$ cat config.mk
export PLATFORM = sky130hd
export DESIGN_NAME = serial_adder_ctrl
export DESIGN_NICKNAME = d
export VERILOG_FILES = /design/src/rtl/serial_adder_ctrl.sv
export SDC_FILE = /design/constraint.sdc
export NUM_CORES = 1
export LEC_CHECK = 0
export ABC_CLOCK_PERIOD_IN_PS = 3500
export CAP_MARGIN = 30
export CORE_ASPECT_RATIO = 1.75
export CORE_MARGIN = 5
export CORE_UTILIZATION = 50
export DETAILED_ROUTE_END_ITERATION = 8
export PLACE_DENSITY = 0.83
export SLEW_MARGIN = 0
export SYNTH_ARGS = -nofsm -noshare
export SYNTH_HDL_FRONTEND = slang
export SYNTH_SLANG_ARGS = --single-unit
export TNS_END_PERCENT = 1
$ cat constraint.sdc
create_clock -name clk -period 3.5 [get_ports clk]
set_input_delay 0.7 -clock clk [delete_from_list [all_inputs] [get_ports clk]]
set_output_delay 0.7 -clock clk [all_outputs]
set_load 0.005 [all_outputs]
$ cat src/rtl/serial_adder_ctrl.sv
// Bit-serial adder: one full_adder cell walks the operands LSB first, one bit
// per clock, under a three-state IDLE/RUN/DONE controller.

// Single-bit full adder cell.
module full_adder (
    input  logic a,
    input  logic b,
    input  logic cin,
    output logic sum,
    output logic carry_out
);
    assign sum       = a ^ b ^ cin;
    assign carry_out = (a & b) | (cin & (a ^ b));
endmodule

module serial_adder_ctrl #(
    parameter int unsigned WIDTH = 8
) (
    input  logic             clk,
    input  logic             rst,
    input  logic             start,
    input  logic [WIDTH-1:0] a,
    input  logic [WIDTH-1:0] b,
    input  logic             cin,
    output logic             busy,
    output logic             done,
    output logic [WIDTH-1:0] sum,
    output logic             cout
);
    localparam int unsigned        CNT_W = $clog2(WIDTH);
    localparam logic [CNT_W-1:0]   LAST  = CNT_W'(WIDTH - 1);

    typedef enum logic [1:0] {IDLE, RUN, DONE} state_t;

    state_t           state, state_next;
    logic [WIDTH-1:0] a_reg, b_reg, res_reg, res_next;
    logic             carry_reg;
    logic [CNT_W-1:0] cnt;
    logic             fa_sum, fa_co;
    logic             accept;

    full_adder u_fa (
        .a         (a_reg[cnt]),
        .b         (b_reg[cnt]),
        .cin       (carry_reg),
        .sum       (fa_sum),
        .carry_out (fa_co)
    );

    // Next-state logic, start acceptance and status outputs.
    always_comb begin
        state_next = state;
        busy       = 1'b0;
        done       = 1'b0;
        accept     = 1'b0;
        case (state)
            IDLE: begin
                if (start) begin
                    accept     = 1'b1;
                    state_next = RUN;
                end
            end
            RUN: begin
                busy = 1'b1;
                if (cnt == LAST) state_next = DONE;
            end
            DONE: begin
                done = 1'b1;
                if (start) begin
                    accept     = 1'b1;
                    state_next = RUN;
                end else begin
                    state_next = IDLE;
                end
            end
            default: state_next = IDLE;
        endcase
    end

    // Partial result with the current bit merged in.
    always_comb begin
        res_next      = res_reg;
        res_next[cnt] = fa_sum;
    end

    // State, operand capture, per-bit accumulation and result publication.
    always_ff @(posedge clk) begin
        if (rst) begin
            state     <= IDLE;
            a_reg     <= '0;
            b_reg     <= '0;
            res_reg   <= '0;
            carry_reg <= 1'b0;
            cnt       <= '0;
            sum       <= '0;
            cout      <= 1'b0;
        end else begin
            state <= state_next;
            if (accept) begin
                a_reg     <= a;
                b_reg     <= b;
                carry_reg <= cin;
                cnt       <= '0;
            end else if (state == RUN) begin
                res_reg   <= res_next;
                carry_reg <= fa_co;
                // Counter holds at LAST so it never wraps inside one operation.
                if (cnt == LAST) begin
                    sum  <= res_next;
                    cout <= fa_co;
                end else begin
                    cnt <= cnt + 1'b1;
                end
            end
        end
    end
endmodule
==> flow_metrics.py <==
metrics = {
    "layout": {
        "synthToLayoutAreaGrowth_pct": 23.76,
        "insertedDiodeCount": 0,
        "fillCellCount": 298,
        "final_layout_size_suffix_gt1_share_pct": 6.250,
        "layout.cells.non_filler": 269,
        "layout.nets": 246,
    },
    "grt": {
        "grt_pass1_vias": 1460,
        "grt_pass1_wl_um": 6341,
        "antenna_found_initial": 0,
        "grt.total_usage_pct": 16.19,
        "grt_max_degree": 22,
        "overflow": 0,
    },
    "route": {
        "drc_errors": 0,
        "vias": 1443,
        "drt_pre_antenna_iters": 4,
        "wire_per_inst_um": 13.66,
        "first_iter_violations": 22,
        "ant_nets": 0,
        "via_per_inst": 5.364,
        "drt-total-wl_um": 3674,
    },
    "worst_setup_path": {
        "path_max_fanout": 19,
        "worstPathCellList": "mux4_1 > mux2_2 > fa_1 > nor2b_1 > nand3_1 > a311oi_1",
        "slowest_delay_ns": 0.69,
        "arrival_ns": 2.96,
        "cp-start-kind": "register",
        "cpMaxStageDelayCell": "dfxtp_1",
        "cp-end-kind": "register",
        "criticalPathCategory": "reg -> reg",
        "critPathRequiredTime_ns": 3.71,
    },
    "power": {
        "power_frac_comb_pct": 10.1,
        "p_per_area_nw_per_um2": 456.1,
        "switchingPower_w": 0.0002176,
        "p_seq_share_pct": 46.6,
        "p_int_w": 0.0007959,
        "power.total_w": 0.001014,
        "p_leak_nw": 0.8600,
        "swShare_pct": 21.47,
        "clkPwrFrac_pct": 43.3,
        "ir_drop_v": 0.0003403,
    },
    "yosys": {
        "avgSynthCellArea_um2": 9.022,
        "yosysSeqAreaShare_pct": 43.48,
        "async_flop_share_pct": 0,
        "synth-seq-cells": 39,
        "synth.net_count": 222,
        "ys.flop_type": "dfxtp_1",
        "yosysUniqueCellTypes": 28,
        "synth_edf_count": 0,
        "syn_area_um2": 1795,
        "ys_warn_count": 0,
        "syn_inst": 199,
    },
    "outcome": {
        "outcome": "complete, no violations",
    },
    "clocking": {
        "cts_tree": "yes",
        "clockBufferDepth": 2,
        "htreeDepth": 2,
        "cts_resized": 0,
        "cts_root_buffer": "clkbuf_8",
        "cts_buffers": 5,
        "cts_hold_buf": 0,
        "post_cts_buffers": 0,
        "insertion_delay_ns": 0.29,
        "cts_sinks": 39,
        "clk_pin_slew_ns": 0.08,
    },
    "placement": {
        "port-buffer-count": 30,
        "place_hpwl_um": 2802,
        "dp_cells": 261,
        "dpl_worst_slack_ns": 0.7882,
        "gp_congestion": 0.8098,
    },
    "floorplan": {
        "io-pin-count": 31,
        "start_util_pct": 52.30,
        "fp.coreArea_um2": 3433,
        "placementRows": 28,
        "die_width_um": 55.30,
        "die_h_um": 89.27,
        "floorplan.die_area_um2": 4937,
    },
    "timing": {
        "finClkSkew_ns": 0.007239,
        "setup_viol": 0,
        "hold_viol_final": 0,
        "fmax_ghz": 0.3628,
        "fin_crit_ns": 2.756,
        "tightest_slew_ns": 0.7086,
        "relSlewSlack_pct": 52.61,
        "final.period_utilization_pct": 78.76,
        "maxSlewViolCount": 0,
        "tns_ns": 0,
        "rsz0062_at_grt": "false",
        "layout_setup_ws_ns": 0.7435,
    },
    "run": {
        "cap_violations": 0,
    },
    "min_path": {
        "hp-class": "reg -> reg",
    },
}
logic make-up (layout without fill, tap and decap cells):
| kind of cell | after synthesis | in the layout | synth area share [%] |
|---|---|---|---|
| AND/OR/NAND/NOR | 88 | 88 | 23.14 |
| flip-flops | 39 | 39 | 43.48 |
| AO/OA/AOI/OAI | 32 | 32 | 11.08 |
| multiplexers | 19 | 19 | 14.35 |
| buffers and inverters | 17 | 42 | 4.947 |
| adder cells (fa/ha/maj) | 3 | 3 | 2.509 |
| XOR/XNOR | 1 | 1 | 0.4879 |
Yosys cell counts (2+ instances only):
| cell | count | area (µm²) |
|---|---|---|
| nand2b_1 | 12 | 75.07 |
| and3b_1 | 2 | 17.52 |
| mux2_2 | 2 | 22.52 |
| buf_4 | 3 | 22.52 |
| a21oi_1 | 16 | 80.08 |
| nand3_1 | 7 | 35.03 |
| nor2b_1 | 5 | 31.28 |
| nor2_1 | 13 | 48.80 |
| a311oi_1 | 7 | 61.31 |
| mux4_1 | 4 | 105.1 |
| nand2_1 | 42 | 157.7 |
| and2b_1 | 2 | 15.01 |
| buf_2 | 5 | 25.02 |
| a211oi_1 | 2 | 15.01 |
| nor3_1 | 3 | 15.01 |
| dfxtp_1 | 39 | 780.8 |
| clkbuf_1 | 7 | 26.28 |
| o21ai_0 | 5 | 25.02 |
| mux2i_1 | 13 | 130.1 |
| ha_1 | 2 | 25.02 |
layout by cell type, fill, tap and decap left out, types with 2 or more instances in the layout:
| cell type | netlist | routed |
|---|---|---|
| clkbuf_8 | 0 | 5 |
| mux2_2 | 2 | 2 |
| buf_4 | 3 | 3 |
| bufinv_16 | 0 | 2 |
| o21ai_0 | 5 | 5 |
| a311oi_1 | 7 | 7 |
| nor3_1 | 3 | 3 |
| ha_1 | 2 | 2 |
| nor2b_1 | 5 | 5 |
| nand2b_1 | 12 | 12 |
| nor2_1 | 13 | 13 |
| and3b_1 | 2 | 2 |
| and2b_1 | 2 | 2 |
| mux4_1 | 4 | 4 |
| clkdlybuf4s50_1 | 0 | 30 |
| dfxtp_1 | 39 | 39 |
| nand3_1 | 7 | 7 |
| a21oi_1 | 16 | 16 |
| nand2_1 | 42 | 42 |
| a211oi_1 | 2 | 2 |
| mux2i_1 | 13 | 13 |
worst max-delay path: cells and delay by family (launching register included):
family	cells	cell delay [ns]
compound gates	1	0.27
fa+ha+maj	1	0.64
flops	1	0.69
mux	2	0.68
simple gates	2	0.41
power by group through the flow:
stage,clock network [W],logic [W],registers [W]
floorplan,0,0.0000699,0.000476
global placement,0,0.0000993,0.000482
detailed placement,0,0.000102,0.000483
CTS,0.000442,0.000103,0.000473
global route,0.000459,0.000113,0.000475
finish,0.000438,0.000102,0.000473
metrics by stage:
stage	hold slack [ns]	area (µm²)	utilization, %
after floorplan	0.4315	1795	-
after CTS	0.4653	2222	64.72
after global placement	0.4408	2090	60.86
after detailed placement	0.4442	2090	60.86
after global routing	0.4784	2222	64.72
final	0.4641	2222	64.72
cell type report:
type                    instances  area [µm²]  share of cell area, %
flip-flops and latches         39       780.7                  35.14
clock inverters                 2       60.06                  2.703
multi-input cells             143       925.9                  41.67
clock buffers                   6       72.57                  3.266
repair buffers                 33       322.8                  14.53
well taps                      45       56.30                  2.534
inverters                       1       3.754                 0.1689
final timing paths:
kind,startpoint,end,slack [ns],cells past startpoint
max,cnt[2]$_SDFFE_PP0P_,sum[3]$_SDFFE_PP0P_,0.74,6
max reg2reg,cnt[2]$_SDFFE_PP0P_,sum[3]$_SDFFE_PP0P_,0.74,6
min reg2reg,a_reg[0]$_SDFFE_PP0P_,a_reg[0]$_SDFFE_PP0P_,0.46,2
min,a_reg[0]$_SDFFE_PP0P_,a_reg[0]$_SDFFE_PP0P_,0.46,2
routing by layer:
layer,vias up,track usage [%],share of wire [%],routed length [µm]
met3,6,4.335,4.7,173
met1,667,14.95,38,1384
met4,0,6.858,1.7,61
met2,42,32.76,56,2055
li1,728,-,-,-
met5,-,0,0,0
(Power assumes the default switching activity.)
